### src/rtl/spi_register_controller_pkg.sv
// Shared types and constants for the SPI register controller.
// Holds the frame length, the register-number type and the FSM state encoding.
package spi_register_controller_pkg;

    localparam int SPI_FRAME_BITS = 24;

    typedef logic [15:0] RegisterNumber_t;

    typedef enum logic [1:0] {
        ST_IDLE   = 2'd0,
        ST_SHIFT  = 2'd1,
        ST_COMMIT = 2'd2
    } SpiCtrlState_t;

endpackage

### src/rtl/spi_input_synchronizer.sv
// Brings SCLK, CS_n and MOSI into the i_Clock domain and detects SCLK/CS_n edges.
// Edges are suppressed until the pipeline has refilled after reset.
module spi_input_synchronizer #(
    parameter int SYNC_STAGES = 2
) (
    input  logic i_Clock,
    input  logic i_Reset_n,
    input  logic i_SpiSclk,
    input  logic i_SpiCs_n,
    input  logic i_SpiMosi,
    output logic sclk_rise,
    output logic sclk_fall,
    output logic cs_n,
    output logic cs_fall,
    output logic cs_rise,
    output logic mosi
);

    logic [SYNC_STAGES-1:0] sclk_sync_q;
    logic [SYNC_STAGES-1:0] cs_sync_q;
    logic [SYNC_STAGES-1:0] mosi_sync_q;
    logic                   sclk_dly_q;
    logic                   cs_dly_q;
    logic [SYNC_STAGES:0]   valid_q;
    logic                   armed;

    always_ff @(posedge i_Clock or negedge i_Reset_n) begin
        if (!i_Reset_n) begin
            sclk_sync_q <= '0;
            cs_sync_q   <= '1;
            mosi_sync_q <= '0;
            sclk_dly_q  <= 1'b0;
            cs_dly_q    <= 1'b1;
            valid_q     <= '0;
        end else begin
            sclk_sync_q <= {sclk_sync_q[SYNC_STAGES-2:0], i_SpiSclk};
            cs_sync_q   <= {cs_sync_q[SYNC_STAGES-2:0], i_SpiCs_n};
            mosi_sync_q <= {mosi_sync_q[SYNC_STAGES-2:0], i_SpiMosi};
            sclk_dly_q  <= sclk_sync_q[SYNC_STAGES-1];
            cs_dly_q    <= cs_sync_q[SYNC_STAGES-1];
            valid_q     <= {valid_q[SYNC_STAGES-1:0], 1'b1};
        end
    end

    // A CS_n held low across reset release must not look like a fresh frame start.
    assign armed     = valid_q[SYNC_STAGES];
    assign sclk_rise = armed &  sclk_sync_q[SYNC_STAGES-1] & ~sclk_dly_q;
    assign sclk_fall = armed & ~sclk_sync_q[SYNC_STAGES-1] &  sclk_dly_q;
    assign cs_fall   = armed & ~cs_sync_q[SYNC_STAGES-1]   &  cs_dly_q;
    assign cs_rise   = armed &  cs_sync_q[SYNC_STAGES-1]   & ~cs_dly_q;
    assign cs_n      = cs_sync_q[SYNC_STAGES-1];
    assign mosi      = mosi_sync_q[SYNC_STAGES-1];

endmodule

### src/rtl/spi_register_controller.sv
// SPI mode-0 slave that turns 24-bit frames into synth register writes and
// returns the most recent synth sample on MISO.
//
// state     | meaning
// ST_IDLE   | waiting for a CS_n falling edge
// ST_SHIFT  | receiving bits, counting SCLK rising edges
// ST_COMMIT | issuing the register write for a complete frame
module spi_register_controller
    import spi_register_controller_pkg::*;
#(
    parameter int SYNC_STAGES = 2
) (
    input  logic                  i_Clock,
    input  logic                  i_Reset_n,
    input  logic                  i_SpiSclk,
    input  logic                  i_SpiCs_n,
    input  logic                  i_SpiMosi,
    output logic                  o_SpiMiso,
    input  logic signed [15:0]    i_Sample,
    input  logic                  i_SampleReady,
    output logic                  o_RegisterWriteEnable,
    output logic [15:0]           o_RegisterWriteNumber,
    output logic [7:0]            o_RegisterWriteValue,
    output logic                  o_FrameError
);

    logic sclk_rise, sclk_fall, cs_n, cs_fall, cs_rise, mosi;

    spi_input_synchronizer #(
        .SYNC_STAGES (SYNC_STAGES)
    ) u_sync (
        .i_Clock   (i_Clock),
        .i_Reset_n (i_Reset_n),
        .i_SpiSclk (i_SpiSclk),
        .i_SpiCs_n (i_SpiCs_n),
        .i_SpiMosi (i_SpiMosi),
        .sclk_rise (sclk_rise),
        .sclk_fall (sclk_fall),
        .cs_n      (cs_n),
        .cs_fall   (cs_fall),
        .cs_rise   (cs_rise),
        .mosi      (mosi)
    );

    SpiCtrlState_t               state_q, state_d;
    logic [4:0]                  cnt_q, cnt_d;
    logic [SPI_FRAME_BITS-1:0]   rx_q, rx_d;
    logic [SPI_FRAME_BITS-1:0]   miso_q, miso_d;
    logic [15:0]                 hold_q, hold_d;
    logic                        we_q, we_d;
    RegisterNumber_t             num_q, num_d;
    logic [7:0]                  val_q, val_d;
    logic                        ferr_q, ferr_d;

    always_ff @(posedge i_Clock or negedge i_Reset_n) begin
        if (!i_Reset_n) begin
            state_q <= ST_IDLE;
            cnt_q   <= '0;
            rx_q    <= '0;
            miso_q  <= '0;
            hold_q  <= '0;
            we_q    <= 1'b0;
            num_q   <= '0;
            val_q   <= '0;
            ferr_q  <= 1'b0;
        end else begin
            state_q <= state_d;
            cnt_q   <= cnt_d;
            rx_q    <= rx_d;
            miso_q  <= miso_d;
            hold_q  <= hold_d;
            we_q    <= we_d;
            num_q   <= num_d;
            val_q   <= val_d;
            ferr_q  <= ferr_d;
        end
    end

    always_comb begin
        state_d = state_q;
        cnt_d   = cnt_q;
        rx_d    = rx_q;
        miso_d  = miso_q;
        hold_d  = i_SampleReady ? i_Sample : hold_q;
        we_d    = 1'b0;
        num_d   = num_q;
        val_d   = val_q;
        ferr_d  = 1'b0;

        unique case (state_q)
            ST_IDLE: begin
                if (cs_fall) begin
                    state_d = ST_SHIFT;
                    cnt_d   = '0;
                    miso_d  = {hold_q, 8'h00};
                end
            end
            ST_SHIFT: begin
                if (cnt_q == 5'(SPI_FRAME_BITS)) begin
                    state_d = ST_COMMIT;
                end else if (cs_rise) begin
                    state_d = ST_IDLE;
                    ferr_d  = (cnt_q != '0);
                end else begin
                    if (sclk_rise) begin
                        rx_d  = {rx_q[SPI_FRAME_BITS-2:0], mosi};
                        cnt_d = cnt_q + 5'd1;
                    end
                    // The trailing fall of the previous frame must not eat the new MSB.
                    if (sclk_fall && cnt_q != '0) begin
                        miso_d = {miso_q[SPI_FRAME_BITS-2:0], 1'b0};
                    end
                end
            end
            ST_COMMIT: begin
                we_d  = 1'b1;
                num_d = rx_q[23:8];
                val_d = rx_q[7:0];
                cnt_d = '0;
                if (!cs_n) begin
                    state_d = ST_SHIFT;
                    miso_d  = {hold_q, 8'h00};
                end else begin
                    state_d = ST_IDLE;
                end
            end
            default: state_d = ST_IDLE;
        endcase
    end

    assign o_SpiMiso             = miso_q[SPI_FRAME_BITS-1];
    assign o_RegisterWriteEnable = we_q;
    assign o_RegisterWriteNumber = num_q;
    assign o_RegisterWriteValue  = val_q;
    assign o_FrameError          = ferr_q;

endmodule
### config.mk
export PLATFORM = sky130hd
export DESIGN_NAME = spi_register_controller
export DESIGN_NICKNAME = d
export VERILOG_FILES = /design/src/rtl/spi_register_controller_pkg.sv /design/src/rtl/spi_input_synchronizer.sv /design/src/rtl/spi_register_controller.sv
export SDC_FILE = /design/constraint.sdc
export NUM_CORES = 1
export LEC_CHECK = 0
export ABC_AREA = 1
export CAP_MARGIN = 15
export CORE_MARGIN = 3
export CORE_UTILIZATION = 59
export CTS_BUF_LIST = sky130_fd_sc_hd__clkbuf_4 sky130_fd_sc_hd__clkbuf_8 sky130_fd_sc_hd__clkbuf_16
export CTS_CLUSTER_SIZE = 40
export DETAILED_ROUTE_END_ITERATION = 10
export PLACE_DENSITY = 0.8
export SYNTH_ARGS = -nofsm -noshare
export SYNTH_HDL_FRONTEND = slang
export SYNTH_HIERARCHICAL = 1
export SYNTH_SLANG_ARGS = --single-unit
### constraint.sdc
create_clock -name i_Clock -period 4.7 [get_ports i_Clock]
set_clock_uncertainty 0.05 [all_clocks]
set_input_delay 0.94 -clock i_Clock [delete_from_list [all_inputs] [get_ports i_Clock]]
set_output_delay 0.94 -clock i_Clock [all_outputs]
set_load 0.02 [all_outputs]
==> results by group <==
Run status
  – Status: finished clean

Route
  – Remaining DRCs: 0
  – First drt pass iteration count: 5
  – Wire length on met2: 3512 um
  – Metal-1 WL: 3585 um
  – Met3 wire length: 220 um
  – DRT Wirelength: 7419 um
  – DR iter-0 viols: 210
  – Routed len/inst: 13.08 um
  – Vias per std cell: 5.123
  – DRT antenna net count: 0
  – Top sig layer: met4
  – Via count: 2905

Clock tree
  – CTS tree: done
  – Clock Tree Buf Depth: 2
  – CTS Buf Count: 9
  – Hold_buf cts: 0
  – Post_cts resized: 0
  – Clock Latency Late Sink: 0.35 ns
  – Setup repair bufs after CTS: 0
  – Clock Sinks: 100
  – CTS clk-pin slew, worst paths: 0.10 ns
  – Root Driver: clkbuf_8
  – Htree depth: 3

Pwr
  – Power share of the combinational group: 0.220
  – Switching share of power: 0.3254
  – Leak: 2.242 nW
  – Power Internal: 0.001327 W
  – Pwr dens: 413.9 nW/um^2
  – P_sw: 0.0006399 W
  – Clock network fraction of total power: 0.258
  – Sequential Power Share: 0.523
  – VDD IR-drop max: 0.0002286 V

Min path
  – Min-delay src: u_sync/valid_q[1]$_DFF_PN0_
  – Hold Path Cell Cnt: 0
  – Hold EP: u_sync/valid_q[2]$_DFF_PN0_
  – Worst Hold Class: flop to flop

Worst setup path
  – Critical Path Max Stage Delay: 0.62 ns
  – Worst r2r path cells: 7
  – Critical path's slowest cell: clkdlybuf4s50_1
  – Worst Path Max Fanout: 2
  – Startpoint types: flop
  – Critical Path RT: 3.71 ns
  – R2R Path End: rx_q[11]$_DFFE_PN0P_
  – Worst setup path class: flop to output pin
  – Worst path top cell family by delay: buffers and inverters
  – CP Cell Sequence: clkdlybuf4s50_1
  – Reg2reg start: cnt_q[0]$_DFFE_PN0P_
  – Critical path capture point type: output pin
  – Crit path DAT: 1.36 ns
  – WP buf/inv: 1
  – Flop-to-flop setup slack: 2.52 ns

Yosys
  – Post-synth top area cell: dfrtp_1
  – Post-Syn Nets: 469
  – Post-Synthesis Cells: 445
  – Post-synth EDFFs: 0
  – Netlist cell types: 28
  – Post-synthesis cell area: 4090 um^2
  – Post-synthesis sequential area ratio: 0.6127
  – Ys Warns: 6
  – Largest cells by area after synthesis: dfrtp_1 (59%), nand2_1 (13%), o21ai_0 (8.4%), inv_1 (4.4%), nand4_1 (2.8%)
  – Post-synthesis register bit count: 100
  – Avg Inst Size Synth: 9.191 um^2
  – Ys async rst share: 1.000
  – Top-count cell post-synth: nand2_1
  – Commonest cells post-synth: nand2_1 (138), dfrtp_1 (97), o21ai_0 (69), inv_1 (48), nand4_1 (18)
  – Top-area cell type share of the netlist area: 0.5935
  – Top_reg_cell synth: dfrtp_1

Placement
  – Port Buffer Count: 48
  – GPL Wtd Cong: 0.8063
  – Post-Place Cell Area: 4556 um^2
  – Detailed Place HPWL: 4805 um

Die
  – Initial Utilization: 0.6262
  – Core Area: 6531 um^2
  – Rows: 29
  – Die height: 89.26 um
  – # IOs: 49
  – Die Area: 7967 um^2
  – Die Span X: 89.26 um

GRT
  – Global-route wire length before repair: 12840 um
  – GRT Total Usage: 0.2075
  – Initial antenna violation count: 0
  – Vias in the first global route: 2791
  – Largest net degree at the start of global routing: 61
  – Overflow after GRT: 0

Timing
  – Final Hold Fails: 0
  – Setup violations, final: 0
  – Period minus WS final: 2.354 ns
  – RSZ-0062 raised after global routing: no
  – Fin crit share: 0.5009
  – Setup TNS Final: 0 ns
  – Slew Limit Fails: 0
  – Worst slew pin tran: 0.9297 ns
  – Slew Limit Headroom: 0.3783
  – Peak Freq: 0.4248 GHz

Layout
  – Ratio of cells with drive above 1 in the final layout: 0.07347
  – Area grow syn2layout: 16.15%
  – Ant. Diodes: 0
  – Nets: 510
  – Final instance area: 4751 um^2

Run
  – Max-capacitance violation count: 0
## cells by family after synthesis
| logic type | share of synthesized area |
|---|---|
| adders and majority gates | 0.006117 |
| buffers and inverters | 0.07709 |
| DFF | 0.6127 |
| and+or+nand+nor | 0.2013 |
| xor gates and xnor gates | 0.002142 |
| AOI/OAI and AO/OA | 0.09972 |
| other | 0.0009168 |
## placed cells by master (no fill, tap or decap), drive strengths merged
cell type	instances
a21oi	2
buf	4
clkbuf	11
clkdlybuf4s50	47
clkinv	1
clkinvlp	2
conb	1
dfrtp	97
dfstp	3
ha	2
inv	52
nand2	143
nand3	8
nand4	18
nor2	17
nor3	1
o21ai	78
o21bai	1
or2	1
xor2	1
## worst reg2reg max path, cell delays in order (launching register included)
cell,delay [ns]
dfrtp_1,0.40
inv_1,0.07
ha_1,0.19
inv_1,0.05
nor2_1,0.05
nand2_2,0.13
nand3_2,0.66
o21ai_0,0.46
## per-stage QoR
step / util / hold slack (ns) / cells / setup slack, ns / power (W)
global route: 0.7274 / 0.3168 / 567 / 2.229 / 0.002097
detailed placement: 0.6975 / 0.2847 / 551 / 2.144 / 0.001463
CTS: 0.7251 / 0.3053 / 566 / 2.263 / 0.001968
finish: 0.7274 / 0.3045 / 567 / 2.346 / 0.001967
global placement: 0.6975 / 0.2817 / 551 / 2.309 / 0.001440
floorplan: - / 0.2812 / 445 / 3.114 / 0.001359
## layer usage
metal,GRT usage,up-vias
li1,-,1480
met1,0.2933,1369
met2,0.3255,48
met3,0.04240,8
met4,0.06766,0
met5,0,-
## worst max-delay path by stage
| stage | slack (ns) | cells past startpoint | endpoint | startpoint |
|---|---|---|---|---|
| after floorplan | 3.11 | 11 | miso_q[13]$_DFFE_PN0P_ | cnt_q[0]$_DFFE_PN0P_ |
| after global placement | 2.31 | 2 | hold_q[2]$_DFFE_PN0P_ | i_SampleReady |
| after detailed placement | 2.14 | 2 | hold_q[1]$_DFFE_PN0P_ | i_SampleReady |
| after CTS | 2.26 | 6 | miso_q[8]$_DFFE_PN0P_ | state_q[0]$_DFFE_PN0P_ |
| after global routing | 2.23 | 7 | rx_q[11]$_DFFE_PN0P_ | cnt_q[0]$_DFFE_PN0P_ |
| final | 2.35 | 1 | o_RegisterWriteValue[5] | o_RegisterWriteValue[5]$_DFFE_PN0N_ |
## cell type report
type,count,area [um^2]
Clock buffer,11,145.1
Clock inverter,4,35.03
Fill cell,522,1780
Inverter,51,191.4
Multi-Input combinational cell,273,1269
Sequential cell,100,2506
Tap cell,77,96.34
Timing Repair Buffer,51,508.0
## power groups by stage
| stage | Sequential (W) | Combinational [W] | Clock [W] |
|---|---|---|---|
| global placement | 0.00104 | 0.000402 | 0 |
| global route | 0.00104 | 0.000504 | 0.000552 |
| finish | 0.00103 | 0.000432 | 0.000507 |
| floorplan | 0.00103 | 0.000326 | 0 |
| detailed placement | 0.00104 | 0.000421 | 0 |
| CTS | 0.00103 | 0.000422 | 0.000519 |
## registers in the layout, indices dropped and copies added (netlist names)
register               cells
miso_q                    16
u_sync/cs_dly_q            1
state_q                    2
u_sync/mosi_sync_q         2
o_RegisterWriteValue       8
u_sync/sclk_sync_q         2
o_RegisterWriteEnable      1
o_FrameError               1
u_sync/cs_sync_q           2
cnt_q                      5
o_RegisterWriteNumber     16
rx_q                      24
hold_q                    16
u_sync/sclk_dly_q          1
u_sync/valid_q             3
Note: power is estimated with default switching activity, not from simulation.
